File: config.mk
export PLATFORM = sky130hd
export DESIGN_NAME = cpu7_alu
export DESIGN_NICKNAME = d
export VERILOG_FILES = /design/src/rtl/cpu7_alu.sv
export SDC_FILE = /design/constraint.sdc
export NUM_CORES = 1
export LEC_CHECK = 0
export ABC_AREA = 1
export CAP_MARGIN = 20
export CORE_UTILIZATION = 65
export DETAILED_ROUTE_END_ITERATION = 8
export DONT_BUFFER_PORTS = 1
export PLACE_DENSITY = 0.79
export SKIP_CTS_REPAIR_TIMING = 1
export SYNTH_ARGS = -nofsm -noshare
export SYNTH_HDL_FRONTEND = slang
export SYNTH_SLANG_ARGS = --single-unit
File: constraint.sdc
create_clock -name clk -period 1.9 [get_ports clk]
set_input_delay 0.095 -clock clk [delete_from_list [all_inputs] [get_ports clk]]
set_output_delay 0.095 -clock clk [all_outputs]
set_load 0.005 [all_outputs]
File: src/rtl/cpu7_alu.sv
// cpu7_alu: RV-style integer ALU with a valid/ready request/result handshake.
// Single-cycle ops (ADD/SUB/shifts/compares/logic) return their result one edge
// after acceptance. Define CPU7_ALU_MDU_EN to add an iterative MUL/DIVU/REMU
// unit (one bit per cycle, result XLEN+1 edges after acceptance); without it
// those encodings decode as illegal and busy is tied low.
module cpu7_alu #(
  parameter int unsigned XLEN = 32
) (
  input  logic            clk,
  input  logic            resetn,
  input  logic            in_valid,
  output logic            in_ready,
  input  logic [6:0]      op,
  input  logic [2:0]      funct3,
  input  logic [6:0]      funct7,
  input  logic [1:0]      aluop,
  input  logic [XLEN-1:0] a,
  input  logic [XLEN-1:0] b,
  output logic            out_valid,
  input  logic            out_ready,
  output logic [XLEN-1:0] result,
  output logic            illegal,
  output logic            busy
);

  localparam int unsigned SW = $clog2(XLEN);

  localparam logic [6:0] OP_IMM = 7'b0010011;
  localparam logic [6:0] OP_REG = 7'b0110011;
  localparam logic [6:0] F7_ZERO = 7'b0000000;
  localparam logic [6:0] F7_ALT  = 7'b0100000;

`ifdef CPU7_ALU_MDU_EN
  localparam logic [6:0] F7_MDU = 7'b0000001;
  localparam logic [SW:0] CNT_LAST = (SW+1)'(XLEN);

  typedef enum logic [1:0] {IDLE, MUL, DIV, DONE} state_t;
`else
  typedef enum logic {IDLE, DONE} state_t;
`endif

  state_t          state_q;
  logic            out_valid_q;
  logic [XLEN-1:0] result_q;
  logic            illegal_q;

  logic [XLEN-1:0] res_d;
  logic            ill_d;
  logic            accept;
  logic            is_r;
  logic            is_i;
  logic            f7_ok;
  logic [SW-1:0]   shamt;

`ifdef CPU7_ALU_MDU_EN
  logic            mdu_mul;
  logic            mdu_div;
  logic            mdu_rem;
  logic [SW:0]     cnt_q;
  logic [XLEN-1:0] opa_q;     // multiplicand (MUL) / dividend shifting into quotient (DIV)
  logic [XLEN-1:0] opb_q;     // multiplier (MUL) / divisor (DIV)
  logic [XLEN-1:0] acc_q;     // product accumulator (MUL) / partial remainder (DIV)
  logic            rem_sel_q;
  logic [XLEN-1:0] mul_acc_n;
  logic [XLEN:0]   div_shift;
  logic [XLEN:0]   div_trial;
  logic            div_ok;
`endif

  assign busy      = `ifdef CPU7_ALU_MDU_EN (state_q == MUL) || (state_q == DIV) `else 1'b0 `endif ;
  assign in_ready  = !busy && (!out_valid_q || out_ready);
  assign accept    = in_valid && in_ready;
  assign out_valid = out_valid_q;
  assign result    = result_q;
  assign illegal   = illegal_q;

  assign is_r  = (op == OP_REG);
  assign is_i  = (op == OP_IMM);
  // funct7 is don't-care for immediate forms of the non-shift ops
  assign f7_ok = is_i || (funct7 == F7_ZERO);
  assign shamt = b[SW-1:0];

  // Decode the request and compute the single-cycle result
  always_comb begin
    res_d = '0;
    ill_d = 1'b0;
`ifdef CPU7_ALU_MDU_EN
    mdu_mul = 1'b0;
    mdu_div = 1'b0;
    mdu_rem = 1'b0;
`endif
    case (aluop)
      2'b00: res_d = a + b;
      2'b01: res_d = a - b;
      2'b10: begin
        if (!(is_r || is_i)) begin
          ill_d = 1'b1;
        end else if (is_r && (funct7 == 7'b0000001)) begin
`ifdef CPU7_ALU_MDU_EN
          case (funct3)
            3'b000:  mdu_mul = 1'b1;
            3'b101:  mdu_div = 1'b1;
            3'b111: begin
              mdu_div = 1'b1;
              mdu_rem = 1'b1;
            end
            default: ill_d = 1'b1;
          endcase
`else
          ill_d = 1'b1;
`endif
        end else begin
          case (funct3)
            3'b000: begin
              if (is_r && (funct7 == F7_ALT)) res_d = a - b;
              else if (f7_ok)                 res_d = a + b;
              else                            ill_d = 1'b1;
            end
            3'b001: begin
              if (funct7 == F7_ZERO) res_d = a << shamt;
              else                   ill_d = 1'b1;
            end
            3'b010: begin
              if (f7_ok) res_d = {{(XLEN-1){1'b0}}, ($signed(a) < $signed(b))};
              else       ill_d = 1'b1;
            end
            3'b011: begin
              if (f7_ok) res_d = {{(XLEN-1){1'b0}}, (a < b)};
              else       ill_d = 1'b1;
            end
            3'b100: begin
              if (f7_ok) res_d = a ^ b;
              else       ill_d = 1'b1;
            end
            3'b101: begin
              if (funct7 == F7_ZERO)     res_d = a >> shamt;
              else if (funct7 == F7_ALT) res_d = $unsigned($signed(a) >>> shamt);
              else                       ill_d = 1'b1;
            end
            3'b110: begin
              if (f7_ok) res_d = a | b;
              else       ill_d = 1'b1;
            end
            default: begin
              if (f7_ok) res_d = a & b;
              else       ill_d = 1'b1;
            end
          endcase
        end
      end
      default: ill_d = 1'b1;
    endcase
    if (ill_d) res_d = '0;
  end

`ifdef CPU7_ALU_MDU_EN
  // One shift-add / restoring-division step from the iteration registers.
  // A zero divisor makes every trial subtraction succeed, which naturally
  // yields an all-ones quotient and a remainder equal to the dividend.
  always_comb begin
    mul_acc_n = acc_q + (opb_q[0] ? opa_q : '0);
    div_shift = {acc_q, opa_q[XLEN-1]};
    div_trial = div_shift - {1'b0, opb_q};
    div_ok    = !div_trial[XLEN];
  end
`endif

  // Handshake FSM, iteration datapath and registered result
  always_ff @(posedge clk or negedge resetn) begin
    if (!resetn) begin
      state_q     <= IDLE;
      out_valid_q <= 1'b0;
      result_q    <= '0;
      illegal_q   <= 1'b0;
`ifdef CPU7_ALU_MDU_EN
      cnt_q       <= '0;
      opa_q       <= '0;
      opb_q       <= '0;
      acc_q       <= '0;
      rem_sel_q   <= 1'b0;
`endif
    end else begin
      case (state_q)
`ifdef CPU7_ALU_MDU_EN
        // XLEN iteration cycles (cnt 0..XLEN-1), then one cycle to register the result
        MUL: begin
          if (cnt_q == CNT_LAST) begin
            state_q     <= DONE;
            out_valid_q <= 1'b1;
            result_q    <= acc_q;
            illegal_q   <= 1'b0;
          end else begin
            acc_q <= mul_acc_n;
            opa_q <= opa_q << 1;
            opb_q <= opb_q >> 1;
            cnt_q <= cnt_q + 1'b1;
          end
        end
        DIV: begin
          if (cnt_q == CNT_LAST) begin
            state_q     <= DONE;
            out_valid_q <= 1'b1;
            result_q    <= rem_sel_q ? acc_q : opa_q;
            illegal_q   <= 1'b0;
          end else begin
            acc_q <= div_ok ? div_trial[XLEN-1:0] : div_shift[XLEN-1:0];
            opa_q <= {opa_q[XLEN-2:0], div_ok};
            cnt_q <= cnt_q + 1'b1;
          end
        end
`endif
        IDLE, DONE: begin
          if (accept) begin
`ifdef CPU7_ALU_MDU_EN
            if (mdu_mul || mdu_div) begin
              state_q     <= mdu_mul ? MUL : DIV;
              out_valid_q <= 1'b0;
              cnt_q       <= '0;
              opa_q       <= a;
              opb_q       <= b;
              acc_q       <= '0;
              rem_sel_q   <= mdu_rem;
            end else
`endif
            begin
              state_q     <= DONE;
              out_valid_q <= 1'b1;
              result_q    <= res_d;
              illegal_q   <= ill_d;
            end
          end else if (out_valid_q && out_ready) begin
            state_q     <= IDLE;
            out_valid_q <= 1'b0;
          end
        end
        default: begin
          state_q     <= IDLE;
          out_valid_q <= 1'b0;
        end
      endcase
    end
  end

endmodule

==> results of run 1 <==
## stage by stage
stage | setup TNS [ps] | setup WS [ps] | cells | util | instance area (sq um)
after detailed placement | -8510 | -396 | 3040 | 0.775 | 15200
after floorplan | -1580 | -156 | 2608 | - | 13300
after CTS | -1040 | -126 | 3047 | 0.782 | 15300
after global placement | -6970 | -354 | 3040 | 0.775 | 15200
## routing by layer
layer,overflow,global-route usage
met1,2,0.801
met2,36,0.929
met3,2,0.670
met4,45,0.730
met5,0,0.286
## cells by family after synthesis
group | count (synthesis) | share of synthesized area
DFF | 34 | 0.0650
and+or+nand+nor | 1665 | 0.543
AOI/OAI and AO/OA | 269 | 0.117
xor gates and xnor gates | 25 | 0.0167
muxes | 1 | 0.000764
adders and majority gates | 99 | 0.0957
other | 1 | 0.000286
buffers and inverters | 514 | 0.162
==> results.toml, run 1 <==
[yosys]
synth-seq-cells = 34
synth_area_sq_um = 13100
ys_top_cells_by_count = "nand2_1, nand3_1, inv_1"
async_flop_share = 1.00
syn-num-nets = 2794
synthTopCellsByArea = "nand2_1, nand3_1, inv_1, ha_1, dfrtp_1"
yosysMostFrequentCell = "nand2_1"
synth_top_area_share = 0.274
synth_edf_count = 0
synth.distinct_cells = 56
ys.warnings.count = 0
syn_inst = 2608
synth_ff_type = "dfrtp_1"
synth.avg_cell_area_sq_um = 5.02
ys_seq_area_frac = 0.0650
synth_area_leader_cell = "nand2_1"

[status]
error_line = "[ERROR GRT-0232] Routing congestion too high. Check the congestion heatmap in the GUI."
failed_stage = "5_1_grt"
outcome = "aborted with a tool error"

[clocking]
clockBufferDepth = 2
htreeDepth = 2
numCtsBuffers = 5
cts_root_buf = "clkbuf_16"
clock_sinks = 34

[floorplanning]
ios = 123
die_w_um = 144
die_h_um = 144
start_util = 0.669
rows = 51

[grt]
grt_usage = 0.785
grt_remaining_overflow = 85
grt_max_degree = 74

[placement]
hpwl_mm = 51.1
port_buffers = 0
globalplace.congestion = 1.19

[timing]
postGrtWorstEndpoint = "result[31]$_DFFE_PN0P_/D"
worst_path_end_type = "sequential cell input"
==> inputs of run 2 (changes only) <==
--- a/config.mk
+++ b/config.mk
@@ -7,10 +7,10 @@
 export LEC_CHECK = 0
 export ABC_AREA = 1
 export CAP_MARGIN = 20
-export CORE_UTILIZATION = 65
+export CORE_UTILIZATION = 40
 export DETAILED_ROUTE_END_ITERATION = 8
 export DONT_BUFFER_PORTS = 1
-export PLACE_DENSITY = 0.79
+export PLACE_DENSITY_LB_ADDON = 0.15
 export SKIP_CTS_REPAIR_TIMING = 1
 export SYNTH_ARGS = -nofsm -noshare
 export SYNTH_HDL_FRONTEND = slang
==> results.toml, run 2 <==
[power]
p_seq_frac = 0.152
p_int_w = 0.00318
clkPwrFrac = 0.141
p_leak_nw = 9.94
powerDensity_nw_per_um2 = 366
combPwrFrac = 0.707
p_switching_w = 0.00327
switching_share = 0.507
irDropWorstVdd_uv = 337

[run]
cap_violations = 0

[timing]
finalCriticalPeriod_ps = 1900
layout_setup_ws_ps = -0.480
finalMaxSlewViolations = 0
finalCritPeriodShare = 1.00
slew_headroom = 0.612
rsz0062_at_grt = "true"
fmax_mhz = 526
skew_ps = 9.54
finalSetupViolations = 1
hold_ws_ps = 46.1
worstMarginPinSlew_ps = 575
hold_violations = 0

[grt]
grt_pass1_vias = 17600
grt_remaining_overflow = 0
grt_max_degree = 70
grt_usage = 0.425
antenna_found_initial = 0
grt_pass1_wl_mm = 106

[drt]
dr.first_iter.drc_count = 2252
drc = 0
drt_first_pass_iters = 8
drt-total-wl_mm = 73.1
postRouteAntennaNets = 0
routedWlPerCell_um = 21.9
via_per_inst = 5.62
num_vias = 18800

[yosys]
syn-num-nets = 2794
yosysMostFrequentCell = "nand2_1"
ys.warnings.count = 0
async_flop_share = 1.00
ys_seq_area_frac = 0.0650
synth_ff_type = "dfrtp_1"
synth_top_area_share = 0.274
synth_area_leader_cell = "nand2_1"
syn_inst = 2608
synth-seq-cells = 34
synth_area_sq_um = 13100
synth.avg_cell_area_sq_um = 5.02
synthTopCellsByArea = "nand2_1, nand3_1, inv_1, ha_1, dfrtp_1"
synth.distinct_cells = 56
ys_top_cells_by_count = "nand2_1, nand3_1, inv_1"
synth_edf_count = 0

[worst_setup_path]
critPathKind = "primary input to flip-flop"
crit_required_ps = 2130
crit_path_start_kind = "primary input"
path_max_fanout = 50
endpoint_kind = "flip-flop"
arrival_ps = 2130

[finish]
post-route-cell-area_sq_um = 17600
final_common_cell = "nand2_1"
area_growth_pct = 34.2
antenna_cells = 0
n_fill_cell = 3547
nNetsFinal = 3091
largest_reg_flops = 32
drive_above_1_share = 0.234
layout_common_cells = "nand2_1, buf_4, nand3_1, inv_1, nor2_1"

[clocking]
htreeDepth = 2
clockBufferDepth = 2
clock_sinks = 34
cts_tree = "built"
numCtsBuffers = 5
path_clk_slew_ps = 60
cts_root_buf = "clkbuf_16"
insertion_delay_ps = 300

[floorplanning]
start_util = 0.411
rows = 65
die_area_sq_um = 33500
ios = 123
core_sq_um = 31900
die_w_um = 183
die_h_um = 183

[worst_hold_path]
hold_class = "primary input to flip-flop"

[placement]
globalplace.congestion = 1.10
hpwl_mm = 60.4
port_buffers = 0
place_area_sq_um = 16400

[status]
violations = "negative setup slack"
outcome = "finished, violations left"
-- run 2: cell counts after synthesis --
Identical to the previous run, type by type.
-- run 2: critical path, stage by stage --
cell and delay [ps]:
inv_4 110, buf_6 150, nand2_1 70, nand3_1 130, nand3_2 120, nand2_2 110
nand2_2 100, nand3_1 90, nand4_1 300, buf_12 250, nand3_2 70, nand3_2 70
nand2_2 110, buf_12 130, nand2_1 80, nand2_1 90
-- run 2: final cells by class --
cell class / instances / area, sq um / area share
Multi-Input combinational cell: 2060 / 11100 / 0.631
Timing Repair Buffer: 413 / 3440 / 0.195
Inverter: 391 / 1510 / 0.0859
Sequential cell: 34 / 851 / 0.0484
Tap cell: 435 / 544 / 0.0310
Clock buffer: 6 / 139 / 0.00790
Clock inverter: 2 / 12.5 / 0.000712
-- run 2: path summary, 6_finish.rpt --
path,startpoint,end,slack [ps],cells after the start
max reg2reg,out_valid$_DFFE_PN0P_,result[22]$_DFFE_PN0P_,520,6
max in group asynchronous,resetn,result[11]$_DFFE_PN0P_,1370,2
min,out_ready,out_valid$_DFFE_PN0P_,50,3
max,b[0],result[11]$_DFFE_PN0P_,-0.5,16
min in group asynchronous,resetn,result[14]$_DFFE_PN0P_,330,2
min reg2reg,result[3]$_DFFE_PN0P_,result[3]$_DFFE_PN0P_,510,2
-- run 2: logic make-up (layout without fill, tap and decap cells) --
family | Yosys count | after routing | share of synthesized area
buffers and inverters | 514 | 812 | 0.162
and+or+nand+nor | 1665 | 1665 | 0.543
xor gates and xnor gates | 25 | 25 | 0.0167
muxes | 1 | 1 | 0.000764
adders and majority gates | 99 | 99 | 0.0957
other | 1 | 1 | 0.000286
AOI/OAI and AO/OA | 269 | 269 | 0.117
DFF | 34 | 34 | 0.0650
-- run 2: power groups by stage --
stage	clock [W]	sequential, W	combinational (W)
2_1_floorplan	0	0.000922	0.00239
3_3_place_gp	0	0.000992	0.00402
3_5_place_dp	0	0.000990	0.00404
4_1_cts	0.000901	0.000979	0.00407
5_1_grt	0.000932	0.000984	0.00491
6_report	0.000907	0.000981	0.00455
-- run 2: routing by layer --
layer,wire [um],GRT usage
met1,28400,0.524
met5,0,0
met3,7000,0.0705
met4,5380,0.264
met2,32400,0.690
-- run 2: through the flow --
step	total power [W]	std cells	util	setup slack [ps]	TNS, ps
2_1_floorplan	0.00332	2608	-	-156	-1580
3_3_place_gp	0.00501	3322	0.513	-505	-9940
3_5_place_dp	0.00503	3322	0.513	-506	-10520
4_1_cts	0.00595	3330	0.518	-227	-1710
5_1_grt	0.00683	3341	0.552	-53.0	-298
6_report	0.00644	3341	0.552	-0.480	-0.480
No activity file was read; power rests on OpenSTA's default activity.
